**src/rtl/usb_defs.sv**
```systemverilog
// Shared encodings for the USB device transmit path: token, handshake
// and data-PID codes, packet size limits and the scheduler state set.
package usb_defs;

    localparam logic [1:0] TOK_OUT   = 2'b00;
    localparam logic [1:0] TOK_SOF   = 2'b01;
    localparam logic [1:0] TOK_IN    = 2'b10;
    localparam logic [1:0] TOK_SETUP = 2'b11;

    localparam logic [1:0] HSK_ACK   = 2'b00;
    localparam logic [1:0] HSK_NYET  = 2'b01;
    localparam logic [1:0] HSK_NAK   = 2'b10;
    localparam logic [1:0] HSK_STALL = 2'b11;

    localparam logic [1:0] PID_DATA0 = 2'b00;
    localparam logic [1:0] PID_DATA1 = 2'b10;

    localparam int MAXPKT_HS = 512;
    localparam int MAXPKT_FS = 64;

    typedef enum logic [2:0] {
        S_IDLE,
        S_HSK,
        S_DSTART,
        S_DXFER,
        S_DWAIT
    } state_t;

endpackage

```
**src/rtl/usb_ep_mux.sv**
```systemverilog
// Endpoint stream selector: routes the selected endpoint's AXI4-stream
// to the encoder and fans the encoder ready back to that endpoint only.
// Ports: sel (registered endpoint), en (transfer phase active),
// ep_* (per-endpoint stream side), tready/tvalid/tlast/tdata (encoder side).
module usb_ep_mux #(
    parameter int NUM_EP = 3,
    parameter int EPW    = 2
) (
    input  logic [EPW-1:0]      sel,
    input  logic                en,
    input  logic [NUM_EP-1:0]   ep_tvalid,
    input  logic [NUM_EP-1:0]   ep_tlast,
    input  logic [8*NUM_EP-1:0] ep_tdata,
    output logic [NUM_EP-1:0]   ep_tready,
    input  logic                tready,
    output logic                tvalid,
    output logic                tlast,
    output logic [7:0]          tdata
);

    always_comb begin
        ep_tready = '0;
        tvalid    = 1'b0;
        tlast     = 1'b0;
        tdata     = 8'h00;
        for (int i = 0; i < NUM_EP; i++) begin
            if (en && sel == EPW'(i)) begin
                ep_tready[i] = tready;
                tvalid       = ep_tvalid[i];
                tlast        = ep_tlast[i];
                tdata        = ep_tdata[8*i +: 8];
            end
        end
    end

endmodule

```
**src/rtl/usb_tx_sched.sv**
```systemverilog
// Transmit scheduler: shares the encoder between OUT-path handshakes and
// per-endpoint IN data, tracks DATA0/DATA1 toggles and waits for host ACK.
// Ports: clock/areset_n, usb_reset_i, token and host handshake inputs,
// OUT handshake request/grant, endpoint streams, encoder interface, busy_o.
module usb_tx_sched
    import usb_defs::*;
#(
    parameter int NUM_EP      = 3,
    parameter int HIGH_SPEED  = 1,
    parameter int CTL_MAX_PKT = 64,
    parameter int ACK_TIMEOUT = 128
) (
    input  logic                clock,
    input  logic                areset_n,
    input  logic                usb_reset_i,
    input  logic                tok_start_i,
    input  logic [1:0]          tok_type_i,
    input  logic [3:0]          tok_ep_i,
    input  logic                hsk_recv_i,
    input  logic [1:0]          hsk_type_i,
    input  logic                out_hsk_req_i,
    input  logic [1:0]          out_hsk_type_i,
    output logic                out_hsk_gnt_o,
    input  logic [NUM_EP-1:0]   ep_halt_i,
    input  logic [NUM_EP-1:0]   ep_zlp_i,
    input  logic [NUM_EP-1:0]   ep_tvalid_i,
    output logic [NUM_EP-1:0]   ep_tready_o,
    input  logic [NUM_EP-1:0]   ep_tlast_i,
    input  logic [8*NUM_EP-1:0] ep_tdata_i,
    output logic [NUM_EP-1:0]   ep_done_o,
    output logic [NUM_EP-1:0]   ep_retry_o,
    output logic                hsk_send_o,
    output logic [1:0]          hsk_type_o,
    input  logic                hsk_done_i,
    output logic                trn_start_o,
    output logic [1:0]          trn_type_o,
    output logic                trn_tvalid_o,
    input  logic                trn_tready_i,
    output logic                trn_tlast_o,
    output logic [7:0]          trn_tdata_o,
    output logic                busy_o
);

    localparam int EPW = (NUM_EP > 1) ? $clog2(NUM_EP) : 1;
    localparam int TW  = $clog2(ACK_TIMEOUT + 1);
    localparam logic [9:0] BULK_LAST =
        (HIGH_SPEED != 0) ? 10'(MAXPKT_HS - 1) : 10'(MAXPKT_FS - 1);
    localparam logic [9:0] CTL_LAST = 10'(CTL_MAX_PKT - 1);
    localparam logic [NUM_EP-1:0] ONE = NUM_EP'(1);

    state_t            state, state_nx;
    logic [EPW-1:0]    ep_q, ep_nx;
    logic              zlp_q, zlp_nx;
    logic [1:0]        hsk_q, hsk_nx;
    logic              hsk_out_q, hsk_out_nx;
    logic [NUM_EP-1:0] tog_q, tog_nx;
    logic [9:0]        cnt_q, cnt_nx;
    logic [TW-1:0]     tmo_q, tmo_nx;
    logic              pend_q, pend_nx;
    logic [1:0]        ptype_q, ptype_nx;
    logic [3:0]        pep_q, pep_nx;

    logic              tok_v;
    logic [1:0]        tok_t;
    logic [3:0]        tok_e;
    logic [NUM_EP-1:0] tok_oh;
    logic [NUM_EP-1:0] sel_oh;
    logic [9:0]        last_cnt;
    logic              s_tvalid;
    logic              s_tlast;
    logic [7:0]        s_tdata;

    // A token caught during DWAIT is replayed from IDLE one cycle later.
    assign tok_v    = pend_q | tok_start_i;
    assign tok_t    = pend_q ? ptype_q : tok_type_i;
    assign tok_e    = pend_q ? pep_q : tok_ep_i;
    // Zero when the token addresses a non-existent endpoint.
    assign tok_oh   = ONE << tok_e;
    assign sel_oh   = ONE << ep_q;
    assign last_cnt = (ep_q == '0) ? CTL_LAST : BULK_LAST;
    assign busy_o   = (state != S_IDLE);

    usb_ep_mux #(
        .NUM_EP (NUM_EP),
        .EPW    (EPW)
    ) u_mux (
        .sel       (ep_q),
        .en        (state == S_DXFER),
        .ep_tvalid (ep_tvalid_i),
        .ep_tlast  (ep_tlast_i),
        .ep_tdata  (ep_tdata_i),
        .ep_tready (ep_tready_o),
        .tready    (trn_tready_i),
        .tvalid    (s_tvalid),
        .tlast     (s_tlast),
        .tdata     (s_tdata)
    );

    always_comb begin
        state_nx      = state;
        ep_nx         = ep_q;
        zlp_nx        = zlp_q;
        hsk_nx        = hsk_q;
        hsk_out_nx    = hsk_out_q;
        tog_nx        = tog_q;
        cnt_nx        = cnt_q;
        tmo_nx        = '0;
        pend_nx       = pend_q;
        ptype_nx      = ptype_q;
        pep_nx        = pep_q;
        out_hsk_gnt_o = 1'b0;
        hsk_send_o    = 1'b0;
        hsk_type_o    = 2'b00;
        trn_start_o   = 1'b0;
        trn_type_o    = PID_DATA0;
        trn_tvalid_o  = 1'b0;
        trn_tlast_o   = 1'b0;
        trn_tdata_o   = 8'h00;
        ep_done_o     = '0;
        ep_retry_o    = '0;
        unique case (state)
            S_IDLE: begin
                pend_nx = 1'b0;
                if (out_hsk_req_i) begin
                    state_nx   = S_HSK;
                    hsk_nx     = out_hsk_type_i;
                    hsk_out_nx = 1'b1;
                end else if (tok_v && tok_t == TOK_IN) begin
                    hsk_out_nx = 1'b0;
                    ep_nx      = tok_e[EPW-1:0];
                    if (tok_oh == '0 || (ep_halt_i & tok_oh) != '0) begin
                        state_nx = S_HSK;
                        hsk_nx   = HSK_STALL;
                    end else if ((ep_tvalid_i & tok_oh) != '0) begin
                        state_nx = S_DSTART;
                        zlp_nx   = 1'b0;
                    end else if ((ep_zlp_i & tok_oh) != '0) begin
                        state_nx = S_DSTART;
                        zlp_nx   = 1'b1;
                    end else begin
                        state_nx = S_HSK;
                        hsk_nx   = HSK_NAK;
                    end
                end else if (tok_v && tok_t == TOK_SETUP) begin
                    tog_nx = tog_q | tok_oh;
                end
            end
            S_HSK: begin
                hsk_send_o = 1'b1;
                hsk_type_o = hsk_q;
                if (hsk_done_i) begin
                    out_hsk_gnt_o = hsk_out_q;
                    state_nx      = S_IDLE;
                end
            end
            S_DSTART: begin
                trn_start_o = 1'b1;
                trn_type_o  = ((tog_q & sel_oh) != '0) ? PID_DATA1 : PID_DATA0;
                cnt_nx      = '0;
                if (zlp_q) begin
                    trn_tlast_o = 1'b1;
                    state_nx    = S_DWAIT;
                end else begin
                    state_nx = S_DXFER;
                end
            end
            S_DXFER: begin
                trn_tvalid_o = s_tvalid;
                trn_tdata_o  = s_tdata;
                // Forced tlast splits an over-long transfer at MAXPKT.
                trn_tlast_o  = s_tlast | (cnt_q == last_cnt);
                if (s_tvalid && trn_tready_i) begin
                    cnt_nx = cnt_q + 10'd1;
                    if (trn_tlast_o) begin
                        state_nx = S_DWAIT;
                    end
                end
            end
            S_DWAIT: begin
                tmo_nx = tmo_q + TW'(1);
                if (hsk_recv_i && hsk_type_i == HSK_ACK) begin
                    ep_done_o = sel_oh;
                    tog_nx    = tog_q ^ sel_oh;
                    state_nx  = S_IDLE;
                end else if (hsk_recv_i || tok_start_i ||
                             tmo_q == TW'(ACK_TIMEOUT - 1)) begin
                    ep_retry_o = sel_oh;
                    state_nx   = S_IDLE;
                end
                if (tok_start_i) begin
                    pend_nx  = 1'b1;
                    ptype_nx = tok_type_i;
                    pep_nx   = tok_ep_i;
                end
            end
            default: begin
                state_nx = S_IDLE;
            end
        endcase
        if (usb_reset_i) begin
            state_nx      = S_IDLE;
            tog_nx        = '0;
            pend_nx       = 1'b0;
            ep_done_o     = '0;
            out_hsk_gnt_o = 1'b0;
            ep_retry_o    = (state == S_DSTART || state == S_DXFER ||
                             state == S_DWAIT) ? sel_oh : '0;
        end
    end

    always_ff @(posedge clock or negedge areset_n) begin
        if (!areset_n) begin
            state     <= S_IDLE;
            ep_q      <= '0;
            zlp_q     <= 1'b0;
            hsk_q     <= 2'b00;
            hsk_out_q <= 1'b0;
            tog_q     <= '0;
            cnt_q     <= '0;
            tmo_q     <= '0;
            pend_q    <= 1'b0;
            ptype_q   <= 2'b00;
            pep_q     <= 4'h0;
        end else begin
            state     <= state_nx;
            ep_q      <= ep_nx;
            zlp_q     <= zlp_nx;
            hsk_q     <= hsk_nx;
            hsk_out_q <= hsk_out_nx;
            tog_q     <= tog_nx;
            cnt_q     <= cnt_nx;
            tmo_q     <= tmo_nx;
            pend_q    <= pend_nx;
            ptype_q   <= ptype_nx;
            pep_q     <= pep_nx;
        end
    end

endmodule

```
**config.mk**
```make
export PLATFORM = sky130hd
export DESIGN_NAME = usb_tx_sched
export DESIGN_NICKNAME = d
export VERILOG_FILES = /design/src/rtl/usb_defs.sv /design/src/rtl/usb_ep_mux.sv /design/src/rtl/usb_tx_sched.sv
export SDC_FILE = /design/constraint.sdc
export NUM_CORES = 1
export LEC_CHECK = 0
export ABC_AREA = 1
export ABC_CLOCK_PERIOD_IN_PS = 4350
export BUFFER_PORTS_ARGS = -buffer_cell sky130_fd_sc_hd__buf_2
export CAP_MARGIN = 20
export CELL_PAD_IN_SITES_DETAIL_PLACEMENT = 1
export CELL_PAD_IN_SITES_GLOBAL_PLACEMENT = 2
export CORE_UTILIZATION = 30
export CTS_BUF_LIST = sky130_fd_sc_hd__clkbuf_4
export DETAILED_ROUTE_END_ITERATION = 6
export GPL_ROUTABILITY_DRIVEN = 0
export PLACE_DENSITY = 0.95
export SLEW_MARGIN = 20
export SYNTH_ARGS = -nofsm -noshare
export SYNTH_HDL_FRONTEND = slang
export SYNTH_SLANG_ARGS = --single-unit
```
**constraint.sdc**
```tcl
create_clock -name clock -period 4.35 [get_ports clock]
set_input_delay 0.435 -clock clock [delete_from_list [all_inputs] [get_ports clock]]
set_output_delay 0.435 -clock clock [all_outputs]
set_load 0.02 [all_outputs]
```
[Yosys cells after proc, flatten, opt, wreduce, memory -nomap -nowiden]
Cells that the tools add are included.
Operators by class
  add/sub/neg operators: 2
  equal/unequal tests: 23
  shift-type cells: 2
  mux-type cells: 69
  bitwise gates (word level): 10
  reduce and logical (&&, ||, !) cells: 34
Operators by type and width (number)
  two-way mux 3 bit: 22
  two-way mux 8 bit: 5
  inequality test 3 bit (second input constant): 10
  two-way mux 2 bit: 12
  two-way mux 1 bit: 22
  one-hot mux 10 bit (2 select lines): 1
  nonzero test 3 bit: 6
  one-hot mux 3 bit (5 select lines): 1
  AND reduction 5 bit: 3
  AND 3 bit: 4
  adder 10 x 1 -> 10 bit (second input constant): 1
  == test 10 x 9 -> 1 bit: 1
  two-way mux 10 bit: 1
  two-way mux 9 bit: 1
  adder 8 x 1 -> 8 bit (second input constant): 1
  == test 8 x 7 -> 1 bit (second input constant): 1
  inequality test 4 bit (second input constant): 2
  AND reduction 2 bit: 4
  logical AND 1 bit: 7
  == test 2 bit (second input constant): 3
  == test 3 x 2 -> 1 bit (second input constant): 2
  logical NOT 3 bit: 2
  one-hot mux 3 bit (2 select lines): 1
  nonzero test 2 bit: 3
  16 further kinds: 24
Storage, ports and cells
  register bits after elaboration: 37
  bits of input ports: 54
  output and inout bits: 27
  logic and storage cells: 151

[Longest topological paths before layout]
  depth in word-level cells: 11
  gate-level depth with buffers: 13
  mapped depth without buffers: 13

[By module]
A second synthesis with hierarchy kept.
Second synthesis, totals
  cell total of the unflattened synthesis: 417
  area total of the unflattened synthesis: 2781.4 um2
Modules (own cells, without submodules)
  usb_tx_sched: instances 1, cells each 358, area an instance 2444.8 um2, sequential area each 925.9 um2
  usb_ep_mux: instances 1, cells each 59, area an instance 336.6 um2, sequential area each 0.0 um2

[Worst setup path after synthesis]
Ideal clock, no wire load.
  path type: reg2out
  start: register state[0]
  end: output out_hsk_gnt_o
  data arrival time: 1.891 ns
  data required time: 3.915 ns
  setup slack: 2.024 ns
  stages on the path, launching flop included: 5
  buffers on the path: 0
  cell sequence: dfrtp_1 -> inv_1 -> nor3_1 -> inv_1 -> nor4_1
Between the ends
  cells in the longest elaborated chain, start to end: 3
Ends and longest elaborated chain
  start: declaration: line usb_tx_sched.sv:51  | state_t state, state_nx;
  start signal: assignment: line usb_tx_sched.sv:225  | state <= state_nx;
  == test 3 x 1 -> 1 bit: line usb_tx_sched.sv:121  | unique case (state)
  two-way mux 1 bit: line usb_tx_sched.sv:121
  two-way mux 1 bit: line usb_tx_sched.sv:200  | if (usb_reset_i) begin
  end: declaration: line usb_tx_sched.sv:23  | output logic out_hsk_gnt_o,
Every way passes these cells.

[Worst setup path after layout]
  start: register state[0]
  end: output ep_retry_o[2]
Between the ends
  cells in the longest elaborated chain, start to end: 5
  elaborated cells on any way between the ends: 8
  classes of those cells: eq/ne: 3; mux: 3; reduce/logical: 2
Ends and longest elaborated chain
  == test 3 x 2 -> 1 bit: line usb_tx_sched.sv:206  | ep_retry_o = (state == S_DSTART || state == S_DXFER ||
  logical OR 1 bit (2 in a row): line usb_tx_sched.sv:206
  two-way mux 3 bit: line usb_tx_sched.sv:207  | state == S_DWAIT) ? sel_oh : '0;
  two-way mux 3 bit *: line usb_tx_sched.sv:200
  end: declaration: line usb_tx_sched.sv:31  | output logic [NUM_EP-1:0] ep_retry_o,
Mark *: on every way between the ends. The rest lies on a longest branch, timed or not.

==> impl_metrics.ini <==
[critical_path]
reg2regPathDepth = 12
path_cells = inv_1 -> nand2_2 -> nor2_4 -> nand2_1 -> nor2_1 -> nand2_1 -> o21ai_0 -> inv_1 -> nor2_1 -> buf_2
arrival_ps = 2340
critical_path_buf_inv_count = 3
cp_max_fo = 10
slowest_delay_ps = 480
setup.worst_path.start_class = flip-flop
reg2reg_from = state[0]
startpoint = state[0]
critPathTopFamily = simple AND/OR/NAND/NOR gates
required_ps = 3910
r2r-end = state[1]
path_class = reg -> out
crit_slowest_cell = dfrtp_1
critPathCaptureType = output pin
r2r_setup_slack_ps = 2320

[pwr]
switching_share_pct = 42.1
p_leak_nw = 1.66
p_switching_mw = 0.389
comb_power_share_pct = 35.4
p_int_mw = 0.536
vdd_drop_max_v = 0.000157
p_seq_share_pct = 45.1
clock_power_share_pct = 19.5
powerDensity_mw_per_mm2 = 300

[sta]
finalSetupViolCount = 0
fin_skew_ps = 13.3
rsz0062_at_grt = no
final.setup.tns_ps = 0
final.period_utilization_pct = 63.7
worstMarginPinSlew_ps = 863
hold_viol_final = 0
max_freq_mhz = 361
slew_headroom_pct = 42.5
drv_slew = 0
period_minus_slack_ps = 2770

[grt]
overflow = 0
grt_pass1_vias = 2608
grt.total_usage_pct = 18.3
antenna_found_initial = 0
grt_pass1_wl_um = 12700
grt_start_max_net_pins = 38

[cts]
cts.htree.levels = 2
cts_setup_buffers = 0
cts_hold_buf = 0
cts_tree = built
clk_path_buf_depth = 2
clk_pin_slew_ps = 120
numCtsBuffers = 5
cts-root-buf = clkbuf_4
clkSinkCount = 37
clk-insertion-delay-late_ps = 360
post_cts_resized = 0

[synthesis]
syn_area_per_cell_um2 = 6.78
synth_cells = 373
ys_warn_count = 0
synth_edf_count = 0
synthArstFlopShare_pct = 100
synth_area_mm2 = 0.00253
yosys.cell_types.count = 34
syn-num-nets = 432
seq_area_frac_synth_pct = 36.6
yosys_register_bits = 37
synth_ff_type = dfrtp_1

[flow_run]
maxCapViolations = 0

[cells_and_area]
drive_above_1_share_pct = 24.6
nets = 514
areaGrowthSynthToFinish_pct = 22.0
antennaDiodeCount = 0
post-route-cell-area_mm2 = 0.00309

[drt]
drc = 0
ant_nets = 0
num_vias = 2725
viasPerCell = 4.87
drt_iter0_drc = 112
dr.pass1.iters = 4
postRouteWirelength_um = 7550
wl_per_cell_um = 13.5

[die]
dieArea_mm2 = 0.00880
fp-row-count = 33
design.portCount = 81
start_util_pct = 30.9
dieWidth_um = 93.8
chipHeight_um = 93.8
core_mm2 = 0.00818

[place]
io_buffers = 79
hpwl_um = 6120
place_area_mm2 = 0.00304

[outcome]
status = complete, no violations

[hold_path]
min_path_type = in -> async
## final cells by class
class	count	area (um^2)
fillers	1111	5090
multi-input cells	276	1370
flip-flops and latches	37	926
repair buffers	79	395
inverters	56	210
well taps	105	131
clock buffers	5	37.5
clock inverters	2	11.3
## flip-flops by register name, summed over array words and instances (netlist names)
| name | count |
|---|---|
| state | 3 |
| hsk_out_q | 1 |
| hsk_q | 2 |
| cnt_q | 10 |
| zlp_q | 1 |
| pend_q | 1 |
| tog_q | 3 |
| ep_q | 2 |
| pep_q | 4 |
| ptype_q | 2 |
| tmo_q | 8 |
## power groups by stage
stage / Sequential (mW) / Clock, mW / Combinational (mW)
floorplan: 0.413 / 0 / 0.216
global placement: 0.422 / 0 / 0.318
detailed placement: 0.424 / 0 / 0.329
CTS: 0.418 / 0.185 / 0.331
global route: 0.425 / 0.207 / 0.372
finish: 0.417 / 0.180 / 0.327
## worst max path at each step
stage                          end  slack, ps  cells after the start
floorplan            out_hsk_gnt_o       2020                      4
global placement    trn_tdata_o[6]       2110                      6
detailed placement   ep_retry_o[2]       1980                     10
CTS                  ep_retry_o[2]       1560                     10
global route         ep_retry_o[2]       1270                     10
finish               ep_retry_o[2]       1580                     10
## cells in the mapped netlist, types with 3 or more instances
master	number	area share, %
nand2_1	93	14
inv_1	53	7.9
nor2_1	45	6.7
dfrtp_1	37	37
nand3_1	31	6.1
o21ai_0	24	4.7
a21oi_1	20	4.0
nor3_1	12	2.4
nand2_2	8	2.0
ha_1	5	2.5
nand4_1	5	1.2
or2_2	4	0.99
a31oi_1	3	0.74
inv_2	3	0.45
nor2_2	3	0.74
o21a_1	3	0.89
o21ai_1	3	0.59
## metal layers
layer | up-vias | track usage [%] | share of wire [%]
met4 | 0 | 4.49 | 1.2
met2 | 69 | 29.9 | 47
met1 | 1283 | 25.1 | 47
met5 | - | 0 | 0
li1 | 1363 | - | -
met3 | 10 | 2.75 | 4.7
## metrics by stage
stage	instances	worst slack (ps)	total power, mW	hold WS, ps	utilization, %
4_1_cts	560	1560	0.934	214	37.7
2_1_floorplan	373	2020	0.630	139	-
3_3_place_gp	553	2110	0.740	447	37.1
6_report	560	1580	0.925	181	37.7
3_5_place_dp	553	1980	0.753	452	37.1
5_1_grt	560	1270	1.00	238	37.7
## worst register-to-register path, delay by kind of cell (launching register included)
family / cells / cell delay (ps)
buf+inv: 1 / 150
flops: 1 / 480
simple gates: 11 / 1300
## kinds of logic after synthesis
kind of cell / count (synthesis) / synth area share [%]
simple gates: 212 / 39.1
buf+inv: 60 / 9.10
compound gates: 57 / 12.3
flops: 37 / 36.6
fa+ha+maj: 5 / 2.47
xor+xnor: 1 / 0.346
other cells: 1 / 0.148
## cells in the final DEF, fill, tap and decap left out, drive strengths merged, types with 3 or more instances in the layout
cell    instances
o21a            3
nand3          33
or2             4
nor2           52
buf            79
a21oi          20
nor3           13
nand4           5
dfrtp          37
inv            56
ha              5
nand2         102
clkbuf          5
a31oi           3
o211ai          3
o21ai          27
No activity file was read; power rests on OpenSTA's default activity.
